==> src/rtl/seq_divider_if.sv <==
// Start/done handshake and operand/result bus for seq_divider.
// master drives operands and start; slave (the divider) returns status and results.
interface seq_divider_if #(
    parameter int unsigned WIDTH = 32
) ();
    logic             start;
    logic             signed_op;
    logic [WIDTH-1:0] dividend;
    logic [WIDTH-1:0] divisor;
    logic             busy;
    logic             done;
    logic             div_by_zero;
    logic [WIDTH-1:0] quotient;
    logic [WIDTH-1:0] remainder;

    modport master (
        output start, signed_op, dividend, divisor,
        input  busy, done, div_by_zero, quotient, remainder
    );

    modport slave (
        input  start, signed_op, dividend, divisor,
        output busy, done, div_by_zero, quotient, remainder
    );
endinterface

==> src/rtl/seq_divider.sv <==
// Radix-2 restoring divider, one quotient bit per clock, start/busy/done handshake.
// Define DIV_SIGNED_EN to add two's-complement division selected by signed_op.
module seq_divider #(
    parameter int unsigned WIDTH = 32
) (
    input logic          clk,
    input logic          reset,
    seq_divider_if.slave bus
);
    localparam int unsigned CNT_W = $clog2(WIDTH) + 1;

    typedef enum logic [1:0] {StIdle, StCalc, StFinish} state_e;

    state_e           state_q, state_d;
    logic [WIDTH-1:0] dvnd_q, dvnd_d;
    logic [WIDTH-1:0] dvsr_q, dvsr_d;
    logic [WIDTH-1:0] rem_q, rem_d;
    logic [WIDTH-1:0] quo_q, quo_d;
    logic [CNT_W-1:0] cnt_q, cnt_d;
    logic             dbz_q, dbz_d;
    logic             busy_q, busy_d;
    logic             done_q, done_d;
    logic             dbz_out_q, dbz_out_d;
    logic [WIDTH-1:0] quotient_q, quotient_d;
    logic [WIDTH-1:0] remainder_q, remainder_d;

    logic             accept;
    logic             div0;
    logic [WIDTH-1:0] a_mag, b_mag;
    logic [WIDTH-1:0] quo_fix, rem_fix;
    logic [WIDTH:0]   partial;
    logic [WIDTH-1:0] diff;
    logic             ge;

    // busy_q also covers the done cycle, so a start there is dropped.
    assign accept = bus.start && !busy_q && (state_q == StIdle);
    assign div0   = (bus.divisor == '0);

`ifdef DIV_SIGNED_EN
    logic a_neg, b_neg;
    logic neg_quo_q, neg_rem_q;

    assign a_neg = bus.signed_op & bus.dividend[WIDTH-1];
    assign b_neg = bus.signed_op & bus.divisor[WIDTH-1];
    assign a_mag = a_neg ? -bus.dividend : bus.dividend;
    assign b_mag = b_neg ? -bus.divisor : bus.divisor;

    always_ff @(posedge clk) begin
        if (reset) begin
            neg_quo_q <= 1'b0;
            neg_rem_q <= 1'b0;
        end else if (accept) begin
            neg_quo_q <= a_neg ^ b_neg;
            neg_rem_q <= a_neg;
        end
    end

    assign quo_fix = neg_quo_q ? -quo_q : quo_q;
    assign rem_fix = neg_rem_q ? -rem_q : rem_q;
`else
    logic unused_signed_op;

    assign unused_signed_op = bus.signed_op;
    assign a_mag            = bus.dividend;
    assign b_mag            = bus.divisor;
    assign quo_fix          = quo_q;
    assign rem_fix          = rem_q;
`endif

    // Shift-in value is WIDTH+1 bits wide so the compare holds with divisor MSB set;
    // the difference itself always fits in WIDTH bits when it is kept.
    assign partial = {rem_q, dvnd_q[WIDTH-1]};
    assign ge      = partial >= {1'b0, dvsr_q};
    assign diff    = partial[WIDTH-1:0] - dvsr_q;

    always_ff @(posedge clk) begin
        if (reset) begin
            state_q     <= StIdle;
            dvnd_q      <= '0;
            dvsr_q      <= '0;
            rem_q       <= '0;
            quo_q       <= '0;
            cnt_q       <= '0;
            dbz_q       <= 1'b0;
            busy_q      <= 1'b0;
            done_q      <= 1'b0;
            dbz_out_q   <= 1'b0;
            quotient_q  <= '0;
            remainder_q <= '0;
        end else begin
            state_q     <= state_d;
            dvnd_q      <= dvnd_d;
            dvsr_q      <= dvsr_d;
            rem_q       <= rem_d;
            quo_q       <= quo_d;
            cnt_q       <= cnt_d;
            dbz_q       <= dbz_d;
            busy_q      <= busy_d;
            done_q      <= done_d;
            dbz_out_q   <= dbz_out_d;
            quotient_q  <= quotient_d;
            remainder_q <= remainder_d;
        end
    end

    always_comb begin
        state_d = state_q;
        unique case (state_q)
            StIdle:   if (accept) state_d = div0 ? StFinish : StCalc;
            StCalc:   if (cnt_q == CNT_W'(1)) state_d = StFinish;
            StFinish: state_d = StIdle;
            default:  state_d = StIdle;
        endcase
    end

    always_comb begin
        dvnd_d      = dvnd_q;
        dvsr_d      = dvsr_q;
        rem_d       = rem_q;
        quo_d       = quo_q;
        cnt_d       = cnt_q;
        dbz_d       = dbz_q;
        busy_d      = done_q ? 1'b0 : busy_q;
        done_d      = 1'b0;
        dbz_out_d   = dbz_out_q;
        quotient_d  = quotient_q;
        remainder_d = remainder_q;
        unique case (state_q)
            StIdle: begin
                if (accept) begin
                    // Raw dividend is kept on divide-by-zero: it becomes the remainder.
                    dvnd_d      = div0 ? bus.dividend : a_mag;
                    dvsr_d      = b_mag;
                    rem_d       = '0;
                    quo_d       = '0;
                    cnt_d       = CNT_W'(WIDTH);
                    dbz_d       = div0;
                    busy_d      = 1'b1;
                    dbz_out_d   = 1'b0;
                    quotient_d  = '0;
                    remainder_d = '0;
                end
            end
            StCalc: begin
                dvnd_d = dvnd_q << 1;
                rem_d  = ge ? diff : partial[WIDTH-1:0];
                quo_d  = {quo_q[WIDTH-2:0], ge};
                cnt_d  = cnt_q - CNT_W'(1);
            end
            StFinish: begin
                done_d = 1'b1;
                if (dbz_q) begin
                    quotient_d  = '1;
                    remainder_d = dvnd_q;
                    dbz_out_d   = 1'b1;
                end else begin
                    quotient_d  = quo_fix;
                    remainder_d = rem_fix;
                    dbz_out_d   = 1'b0;
                end
            end
            default: ;
        endcase
    end

    assign bus.busy        = busy_q;
    assign bus.done        = done_q;
    assign bus.div_by_zero = dbz_out_q;
    assign bus.quotient    = quotient_q;
    assign bus.remainder   = remainder_q;
endmodule

==> src/flat_wrapper.sv <==
// flat-port wrapper written by rule: the top's interface ports become plain ports
module seq_divider_flat 
#(
    parameter int unsigned WIDTH = 32
)
  (clk, reset, bus_start, bus_signed_op, bus_dividend, bus_divisor, bus_busy, bus_done, bus_div_by_zero, bus_quotient, bus_remainder);
  seq_divider_if #(.WIDTH(WIDTH)) bus_i ();
  input logic clk;
  input logic reset;
  input wire logic [$bits(bus_i.start)-1:0] bus_start;
  input wire logic [$bits(bus_i.signed_op)-1:0] bus_signed_op;
  input wire logic [$bits(bus_i.dividend)-1:0] bus_dividend;
  input wire logic [$bits(bus_i.divisor)-1:0] bus_divisor;
  output wire logic [$bits(bus_i.busy)-1:0] bus_busy;
  output wire logic [$bits(bus_i.done)-1:0] bus_done;
  output wire logic [$bits(bus_i.div_by_zero)-1:0] bus_div_by_zero;
  output wire logic [$bits(bus_i.quotient)-1:0] bus_quotient;
  output wire logic [$bits(bus_i.remainder)-1:0] bus_remainder;
  assign bus_i.start = bus_start;
  assign bus_i.signed_op = bus_signed_op;
  assign bus_i.dividend = bus_dividend;
  assign bus_i.divisor = bus_divisor;
  assign bus_busy = bus_i.busy;
  assign bus_done = bus_i.done;
  assign bus_div_by_zero = bus_i.div_by_zero;
  assign bus_quotient = bus_i.quotient;
  assign bus_remainder = bus_i.remainder;
  seq_divider #(.WIDTH(WIDTH)) u_core (.clk(clk), .reset(reset), .bus(bus_i));
endmodule
==> config.mk <==
export PLATFORM = sky130hd
export DESIGN_NAME = seq_divider_flat
export DESIGN_NICKNAME = d
export VERILOG_FILES = /design/src/rtl/seq_divider_if.sv /design/src/rtl/seq_divider.sv /design/src/flat_wrapper.sv
export SDC_FILE = /design/constraint.sdc
export NUM_CORES = 1
export LEC_CHECK = 0
export ABC_CLOCK_PERIOD_IN_PS = 2800
export CAP_MARGIN = 10
export CORE_MARGIN = 2
export CORE_UTILIZATION = 55
export DETAILED_ROUTE_END_ITERATION = 16
export PLACE_DENSITY = 0.85
export SYNTH_ARGS = -nofsm -noshare
export SYNTH_HDL_FRONTEND = slang
export SYNTH_SLANG_ARGS = --single-unit
==> constraint.sdc <==
create_clock -name clk -period 2.8 [get_ports clk]
set_input_delay 0.56 -clock clk [delete_from_list [all_inputs] [get_ports clk]]
set_output_delay 0.56 -clock clk [all_outputs]
set_load 0.01 [all_outputs]
==> results.py, run 1 <==
metrics = {
    "routing": {
        "finalWirelength_um": 25600,
        "vias_per_cell": 5.825,
        "wl_per_cell_um": 16.11,
        "ant_nets": 0,
        "dr.pass1.iters": 6,
        "drt_first_iter_violations": 715,
        "drc": 0,
        "vias": 9256,
    },
    "pwr": {
        "p_sw_share_pct": 38.50,
        "p_seq_share_pct": 28.8,
        "clkPwrFrac_pct": 23.2,
        "finalPower_mw": 11.83,
        "internal_power_mw": 7.273,
        "vdd_ir_drop_max_v": 0.0009514,
        "switchingPower_mw": 4.553,
        "total_leakage_power_nw": 4.495,
        "p_comb_share_pct": 48.0,
        "powerDensity_nw_per_um2": 983.8,
    },
    "floorplan": {
        "coreArea_um2": 17240,
        "start_util_pct": 55.95,
        "pin_count": 135,
        "dieArea_um2": 18610,
        "die_height_um": 136.4,
        "die_w_um": 136.4,
        "core.rowCount": 48,
    },
    "setup_path": {
        "start_kind": "flip-flop",
        "cp-end-kind": "flip-flop",
        "crit_type": "reg2reg",
        "path_max_fanout": 4,
        "required_ps": 3240,
        "arrival_ps": 3130,
        "r2r_cells": 11,
    },
    "grt": {
        "antenna_found_initial": 0,
        "grt_usage_pct": 27.05,
        "grt_max_degree": 73,
        "grt_pass1_vias": 8571,
        "grt_pass1_wl_um": 41280,
        "gr-total-overflow": 0,
    },
    "outcome": {
        "status": "finished clean",
    },
    "cts": {
        "clk_latency_ps": 510,
        "cts-root-buf": "clkbuf_16",
        "clockBufferDepth": 3,
        "clkTransAtPathRegs_ps": 60,
        "cts_sinks": 204,
        "numCtsBuffers": 22,
        "cts_tree": "built",
        "cts_hold_buf": 0,
        "cts.htree.levels": 1,
    },
    "placement": {
        "dp_cells": 1542,
        "dpl.hpwl_um": 17730,
        "io_buffers": 133,
        "preCtsSetupSlack_ps": -3.832,
        "gp_congestion": 0.9784,
    },
    "final_layout": {
        "finalNetCount": 1451,
        "area_growth_pct": 24.65,
        "fin_cells": 1589,
        "fillers": 1329,
        "drive_gt1_share_pct": 7.337,
    },
    "synthesis": {
        "synth.area.top_cells": "dfxtp_1, nand2_1, a21oi_1, ha_1, nor2_1",
        "yosysMostFrequentCell": "nand2_1",
        "ys_seq_elements": 204,
        "async_flop_share_pct": 0,
        "yosys_warnings": 0,
        "synthFlopType": "dfxtp_1",
        "synthTopCellsByCount": "nand2_1, dfxtp_1, a21oi_1",
        "yosys.area.top_type_share_pct": 42.35,
        "postSynthAreaPerCell_um2": 7.790,
        "yosysTopAreaCell": "dfxtp_1",
        "synth_edf_count": 0,
        "synth_area_um2": 9644,
        "ys_seq_area_share_pct": 42.35,
        "ys_types": 51,
        "synthCells": 1238,
        "syn-num-nets": 1341,
    },
    "sta": {
        "setup_viol": 0,
        "setup-tns-final_ps": 0,
        "tightest_slew_ps": 980.5,
        "period_minus_slack_ps": 2695,
        "clock.fmax_mhz": 371.0,
        "clock_skew_ps": 12.02,
        "slew_violations": 0,
        "period_share_pct": 96.26,
        "timing.hold.ws_ps": 403.4,
        "max_slew_margin_pct": 34.28,
        "finalHoldViolCount": 0,
        "setup_slack_ps": 104.8,
    },
    "worst_hold_path": {
        "hold_path.class": "in2reg",
        "whs_path_depth": 2,
    },
    "flow_run": {
        "drv_cap": 0,
    },
}
state kept, by name (all words and copies together) (netlist names):
name and flops:
u_core.bus.quotient 32, u_core.bus.remainder 32, u_core.dvnd_q 32, u_core.dvsr_q 32, u_core.quo_fix 32, u_core.rem_fix 32
u_core.cnt_q 6, u_core.state_q 2, u_core.bus.busy 1, u_core.bus.div_by_zero 1, u_core.bus.done 1, u_core.dbz_q 1
critical path, stage by stage, from the launching register on:
cell      delay (ps)
dfxtp_1          400
inv_1            100
fa_2             400
and2b_1          230
o31a_2           160
o211ai_1         110
and3_4           200
o31a_1           260
o21a_1           200
o311a_1          300
xor2_1           140
o21ai_1          110
layout make-up:
class                   count  area (µm²)  area share (%)
multi-input cells         903        5120           42.59
flip-flops and latches    204        4086           33.99
repair buffers            177        1700           14.14
clock buffers              35       649.4           5.402
well taps                 225       281.5           2.342
inverters                  40       150.1           1.249
clock inverters             4       31.28          0.2602
diodes                      1       2.502         0.02082
cells by family (layout without fill, tap and decap cells):
logic type,Yosys count,after routing,synth area share [%]
multiplexers,36,36,3.736
other,0,1,0
AND/OR/NAND/NOR,453,453,20.01
buffers and inverters,131,256,5.267
XOR/XNOR,27,27,2.452
adder cells (fa/ha/maj),35,35,4.619
flip-flops,204,204,42.35
AO/OA/AOI/OAI,352,352,21.58
placed cells by master (no fill, tap or decap), types with 8 or more instances in the layout:
master | netlist | routed
a31oi_1 | 35 | 35
xnor2_1 | 13 | 13
nand2_1 | 228 | 228
inv_1 | 40 | 39
clkdlybuf4s50_1 | 0 | 132
buf_4 | 0 | 41
a21o_1 | 14 | 14
o21ai_0 | 54 | 54
a22oi_1 | 31 | 31
nand3_1 | 48 | 48
mux2i_1 | 36 | 36
nor4_1 | 12 | 11
dfxtp_1 | 204 | 202
a21oi_1 | 152 | 151
clkbuf_16 | 0 | 22
o21ai_1 | 19 | 18
nor2_1 | 104 | 103
xor2_1 | 14 | 14
clkbuf_1 | 70 | 8
nor3_1 | 23 | 21
nand4_1 | 9 | 9
a32oi_1 | 9 | 9
ha_1 | 34 | 33
o211ai_1 | 8 | 8
worst paths after layout:
| path | from | to | slack [ps] |
|---|---|---|---|
| worst max-delay path | u_core.rem_fix[0] | u_core.rem_fix[30] | 100 |
| worst min-delay path | reset | u_core.quo_fix[20] | 400 |
| worst max register to register | u_core.rem_fix[0] | u_core.rem_fix[30] | 100 |
| worst min register to register | u_core.bus.quotient[30] | u_core.bus.quotient[30] | 430 |
through the flow:
stage	utilization (%)	area, µm²
6_report	69.74	12020
5_1_grt	69.73	12020
4_1_cts	69.24	11940
3_5_place_dp	65.24	11250
3_3_place_gp	65.24	11250
2_1_floorplan	-	9644
power by group through the flow:
stage                     Clock (mW)  Sequential [mW]  Combinational (mW)
after global routing            2.88             3.42                6.26
after global placement             0             3.44                5.30
after detailed placement           0             3.45                5.39
after floorplan                    0             3.35                3.98
final                           2.74             3.40                5.68
after CTS                       2.77             3.39                5.43
what timing repair did:
action                                  in CTS  in global routing
pin swaps                                    0                  1
cloned                                       0                  0
buffers inserted                             1                  5
gates resized for setup                      1                  8
endpoints found under the setup margin       2                 18
routing by layer:
metal | up-vias | routed length (µm) | track usage (%)
met5 | - | 0 | 0
met4 | 0 | 561 | 7.813
met3 | 52 | 1833 | 3.990
met2 | 366 | 12210 | 46.23
met1 | 4303 | 11000 | 35.47
li1 | 4535 | - | -
(Power assumes the default switching activity.)
==> run 2, diff against run 1 <==
--- a/config.mk
+++ b/config.mk
@@ -10,7 +10,7 @@
 export CORE_MARGIN = 2
 export CORE_UTILIZATION = 55
 export DETAILED_ROUTE_END_ITERATION = 16
-export PLACE_DENSITY = 0.85
+export PLACE_DENSITY = 0.82
 export SYNTH_ARGS = -nofsm -noshare
 export SYNTH_HDL_FRONTEND = slang
 export SYNTH_SLANG_ARGS = --single-unit
==> run 2 against run 1 <==
Effect of this change:
- worst hold slack better by 31 ps
- critical path depth is 1 higher
- wire length rose by 1.2%
- clock-buffer cell count decreased by 7
- cell count down 0.19%
- critical endpoint unchanged
- worst setup slack got worse by 60 ps
- core utilization rose by 0.49 points
- combinational power up 7.2%
==> results.py, run 2 (same netlist as run 1, synthesis figures left out) <==
metrics = {
    "cts": {
        "cts.htree.levels": 1,
        "numCtsBuffers": 21,
        "cts_tree": "built",
        "clk_latency_ps": 510,
        "clkTransAtPathRegs_ps": 60,
        "cts-root-buf": "clkbuf_16",
        "cts_sinks": 204,
        "clockBufferDepth": 3,
    },
    "routing": {
        "wl_per_cell_um": 16.34,
        "dr.pass1.iters": 5,
        "vias": 9319,
        "finalWirelength_um": 25910,
        "ant_nets": 0,
        "drt_first_iter_violations": 793,
        "vias_per_cell": 5.876,
        "drc": 0,
    },
    "placement": {
        "gp_congestion": 0.9224,
        "io_buffers": 133,
        "dp_cells": 1541,
        "dpl.hpwl_um": 17690,
        "placed_area_um2": 11260,
        "preCtsSetupSlack_ps": 9.291,
    },
    "sta": {
        "rsz0062_at_grt": "yes",
        "slew_violations": 0,
        "max_slew_margin_pct": 28.47,
        "clock_skew_ps": 11.63,
        "clock.fmax_mhz": 362.9,
        "tightest_slew_ps": 1069,
        "setup_viol": 0,
        "finalHoldViolCount": 0,
        "period_share_pct": 98.41,
        "period_minus_slack_ps": 2755,
        "timing.hold.ws_ps": 434.7,
        "setup_slack_ps": 44.53,
    },
    "setup_path": {
        "max_stage_delay_ps": 330,
        "critPathTopFamily": "compound AO/OA/AOI/OAI gates",
        "required_ps": 3230,
        "crit_type": "reg2reg",
        "slowest_stage": "dfxtp_2",
        "cp-end-kind": "flip-flop",
        "path_cells": "inv_2, ha_4, fa_2, and2b_1, o31a_2, o211ai_1, and3_4, o31a_1, o21a_1, o311a_1, xor2_1, o21ai_1",
        "path_max_fanout": 4,
        "cp_num_buf_inv": 1,
        "start_kind": "flip-flop",
        "arrival_ps": 3190,
    },
    "pwr": {
        "vdd_ir_drop_max_v": 0.0008091,
        "p_seq_share_pct": 27.6,
        "switchingPower_mw": 4.730,
        "p_comb_share_pct": 49.5,
        "internal_power_mw": 7.588,
        "powerDensity_nw_per_um2": 1018,
        "total_leakage_power_nw": 4.524,
        "clkPwrFrac_pct": 22.9,
        "p_sw_share_pct": 38.40,
    },
    "floorplan": {
        "die_height_um": 136.4,
        "dieArea_um2": 18610,
        "die_w_um": 136.4,
        "core.rowCount": 48,
        "pin_count": 135,
        "start_util_pct": 55.95,
        "coreArea_um2": 17240,
    },
    "final_layout": {
        "fin_cells": 1586,
        "final_util_pct": 70.23,
        "layout_commonest_cell": "nand2_1",
        "drive_gt1_share_pct": 8.009,
        "n_antenna_cell": 0,
        "layout_common_cells": "nand2_1, dfxtp_1, a21oi_1",
        "area_growth_pct": 25.52,
        "fin_area_um2": 12110,
        "finalNetCount": 1449,
    },
    "grt": {
        "gr-total-overflow": 0,
        "grt_usage_pct": 27.11,
        "antenna_found_initial": 0,
        "grt_pass1_wl_um": 41210,
        "grt_pass1_vias": 8532,
        "grt_max_degree": 70,
    },
    "worst_hold_path": {
        "hold_path.class": "reg2reg",
    },
    "outcome": {
        "status": "finished clean",
    },
    "flow_run": {
        "drv_cap": 0,
    },
}
-- run 2: changes by cell type in the layout (fill, tap and decap cells not counted), moves of 2 or more --
cell       change
bufinv_16      +2
buf_12         +2
clkbuf_1       -5
clkinv_2       +3
ha_1           -2
a21oi_1        -2
buf_4          -3
-- run 2: layout make-up --
cell class | instances | area [µm²]
well taps | 225 | 281.5
repair buffers | 176 | 1732
multi-input cells | 903 | 5156
fillers | 1366 | 5131
clock inverters | 10 | 106.4
inverters | 40 | 150.1
clock buffers | 28 | 591.8
flip-flops and latches | 204 | 4088
-- run 2: path summary, 6_finish.rpt --
| path | depth (start not counted) | slack, ps | startpoint | endpoint |
|---|---|---|---|---|
| worst max-delay path | 12 | 40 | u_core.dvnd_q[31] | u_core.rem_fix[30] |
| worst max register to register | 12 | 40 | u_core.dvnd_q[31] | u_core.rem_fix[30] |
| worst min-delay path | 2 | 430 | u_core.bus.quotient[3] | u_core.bus.quotient[3] |
| worst min register to register | 2 | 430 | u_core.bus.quotient[3] | u_core.bus.quotient[3] |
-- run 2: tightest hold or removal path: cells and delay by family (launching register included) --
kind	cells	cell delay, ps
DFF	1	310
and+or+nand+nor	2	90
-- run 2: routing by layer --
| metal | GRT usage, % | vias to the layer above | wire length [µm] |
|---|---|---|---|
| met4 | 8.970 | 0 | 782 |
| met1 | 35.55 | 4343 | 11030 |
| met5 | 0 | - | 0 |
| met3 | 3.579 | 65 | 1702 |
| met2 | 46.12 | 378 | 12400 |
| li1 | - | 4533 | - |
-- run 2: what timing repair did --
item                                    4_1_cts  5_1_grt
hold buffers                                  0        0
endpoints found under the setup margin        1       27
cloned                                        0        1
endpoints found under the hold margin         0        0
setup buffers                                 1        5
resized for setup                             0       16
pin swaps                                     0       11
-- run 2: power by group through the flow --
stage	logic (mW)	clock network [mW]	registers [mW]
after detailed placement	5.43	0	3.45
after CTS	5.48	2.86	3.38
after global placement	5.34	0	3.44
final	6.09	2.82	3.40
after floorplan	3.98	0	3.35
after global routing	6.64	2.98	3.42
-- run 2: metrics by stage --
stage	power [mW]	setup TNS, ps
after global placement	8.777	0
after global routing	13.05	-141.2
after detailed placement	8.876	0
final	12.32	0
after CTS	11.72	0
after floorplan	7.330	0
==> run 3, diff against run 2 <==
--- a/config.mk
+++ b/config.mk
@@ -7,7 +7,6 @@
 export LEC_CHECK = 0
 export ABC_CLOCK_PERIOD_IN_PS = 2800
 export CAP_MARGIN = 10
-export CORE_MARGIN = 2
 export CORE_UTILIZATION = 55
 export DETAILED_ROUTE_END_ITERATION = 16
 export PLACE_DENSITY = 0.82
==> constraint.sdc (replaced) <==
create_clock -name clk -period 2.8 [get_ports clk]
set_input_delay 0.42 -clock clk [delete_from_list [all_inputs] [get_ports clk]]
set_output_delay 0.42 -clock clk [all_outputs]
set_load 0.01 [all_outputs]
==> run 3 against run 2 <==
Effect of this change:
- sequential power is essentially flat
- die area is 2.9% lower
- worst hold slack got worse by 200 ps
- largest power group unchanged
- highest routed layer unchanged
- fmax grew 1.4%
- power fell by 4.9%
- sequential share of layout area is 0.42 points higher
- cell count fell by 0.44%
- non-clock buffer count is 7 lower
==> results.py, run 3 (same netlist as run 1, synthesis figures left out) <==
metrics = {
    "routing": {
        "ant_nets": 0,
        "vias_per_cell": 5.776,
        "drt_first_iter_violations": 712,
        "wl_per_cell_um": 15.69,
        "dr.pass1.iters": 5,
        "drc": 0,
        "vias": 9120,
        "finalWirelength_um": 24780,
    },
    "setup_path": {
        "start_kind": "flip-flop",
        "cp-end-kind": "flip-flop",
        "arrival_ps": 3130,
        "path_max_fanout": 3,
        "r2r_cells": 12,
        "crit_type": "reg2reg",
        "required_ps": 3220,
    },
    "final_layout": {
        "fillers": 1400,
        "layout_commonest_cell": "nand2_1",
        "final_util_pct": 69.34,
        "drive_gt1_share_pct": 6.647,
        "area_growth_pct": 23.92,
        "finalNetCount": 1442,
        "layout_common_cells": "nand2_1, dfxtp_1, a21oi_1",
        "n_antenna_cell": 0,
        "fin_area_um2": 11950,
    },
    "grt": {
        "grt_pass1_wl_um": 41000,
        "met1_usage_pct": 38.09,
        "gr-total-overflow": 0,
        "grtUsageMet3_pct": 4.119,
        "grt_max_degree": 68,
        "gr-usage-met2_pct": 45.11,
        "antenna_found_initial": 0,
        "top_usage_layer": "met2",
        "grt_pass1_vias": 8283,
        "grt_usage_pct": 27.57,
    },
    "worst_hold_path": {
        "hold_path.class": "in2reg",
        "whs_path_depth": 2,
    },
    "sta": {
        "finalHoldViolCount": 0,
        "slew_violations": 0,
        "max_slew_margin_pct": 30.80,
        "period_minus_slack_ps": 2716,
        "clock.fmax_mhz": 368.1,
        "setup_viol": 0,
        "rsz0062_at_grt": "yes",
        "setup-tns-final_ps": 0,
        "tightest_slew_ps": 1034,
        "period_share_pct": 97.01,
        "clock_skew_ps": 8.995,
    },
    "pwr": {
        "total_leakage_power_nw": 4.443,
        "powerDensity_nw_per_um2": 979.9,
        "vdd_ir_drop_max_v": 0.0007541,
    },
    "cts": {
        "cts.htree.levels": 1,
        "clkTransAtPathRegs_ps": 60,
        "cts_tree": "built",
        "clockBufferDepth": 3,
        "cts_sinks": 204,
        "cts_hold_buf": 0,
        "numCtsBuffers": 21,
        "clk_latency_ps": 500,
        "cts-root-buf": "clkbuf_16",
    },
    "placement": {
        "io_buffers": 133,
        "gp_congestion": 0.9498,
        "dpl.hpwl_um": 17230,
        "placed_area_um2": 11240,
    },
    "floorplan": {
        "coreArea_um2": 17240,
        "start_util_pct": 55.95,
        "die_w_um": 134.4,
        "core.rowCount": 48,
        "die_height_um": 134.4,
        "dieArea_um2": 18070,
        "pin_count": 135,
    },
    "outcome": {
        "status": "finished clean",
    },
    "flow_run": {
        "drv_cap": 0,
    },
}
run 3: cell count changes in the layout (fill, tap and decap cells not counted), moves of 2 or more:
cell	delta
a21oi_1	+3
clkbuf_8	+2
a21oi_2	-3
bufinv_16	-2
clkbuf_1	+4
buf_4	-6
clkinv_2	-5
ha_1	+2
run 3: where the power goes:
part,internal (mW),total [mW],switching (mW)
logic,2.50,5.64,3.14
clock network,1.55,2.68,1.12
registers,3.13,3.39,0.258
total,7.19,11.7,4.52
run 3: area by class of cell:
cell class / count / area [µm²] / share of cell area (%)
clock inverter: 4 / 28.78 / 0.2408
timing repair buffer: 169 / 1653 / 13.83
inverter: 40 / 150.1 / 1.256
sequential: 204 / 4086 / 34.19
tap: 225 / 281.5 / 2.356
clock buffer: 34 / 634.4 / 5.308
multi-input combinational: 903 / 5117 / 42.82
run 3: what timing repair did:
| action | in CTS | in global routing |
|---|---|---|
| endpoints found under the hold margin | 0 | 0 |
| gates resized for setup | 0 | 9 |
| endpoints found under the setup margin | 0 | 17 |
| setup buffers | 0 | 2 |
run 3: through the flow:
stage | cells | power, mW | hold slack, ps | setup WS [ps]
floorplan | 1238 | 7.330 | 436.3 | 166.5
global placement | 1539 | 8.681 | 424.1 | 93.37
detailed placement | 1539 | 8.781 | 428.1 | 66.72
CTS | 1577 | 11.47 | 212.9 | 7.897
global route | 1579 | 12.49 | 235.6 | -43.64
finish | 1579 | 11.71 | 231.2 | 83.64
run 3: metal layers:
layer,wire [µm],share of wire [%],vias up
li1,-,-,4511
met1,11270,45,4264
met2,11450,46,299
met3,1541,6.2,46
met4,520,2.1,0
met5,0,0,-
run 3: critical path, cell delays in order (launching register included):
cell and delay [ps]:
dfxtp_2 330, inv_2 40, ha_4 150, fa_2 330, and2b_1 240, o31a_2 180
o211ai_1 100, and3_4 200, o31a_1 260, o21a_1 230, o311a_1 310, xor2_1 140
o21ai_1 120
run 3: path summary, 6_finish.rpt:
kind,from,end,slack [ps]
worst min-delay path,reset,u_core.dbz_q,230
worst min register to register,u_core.bus.quotient[31],u_core.bus.quotient[31],430
worst max-delay path,u_core.dvnd_q[31],u_core.rem_fix[30],80
worst max register to register,u_core.dvnd_q[31],u_core.rem_fix[30],80
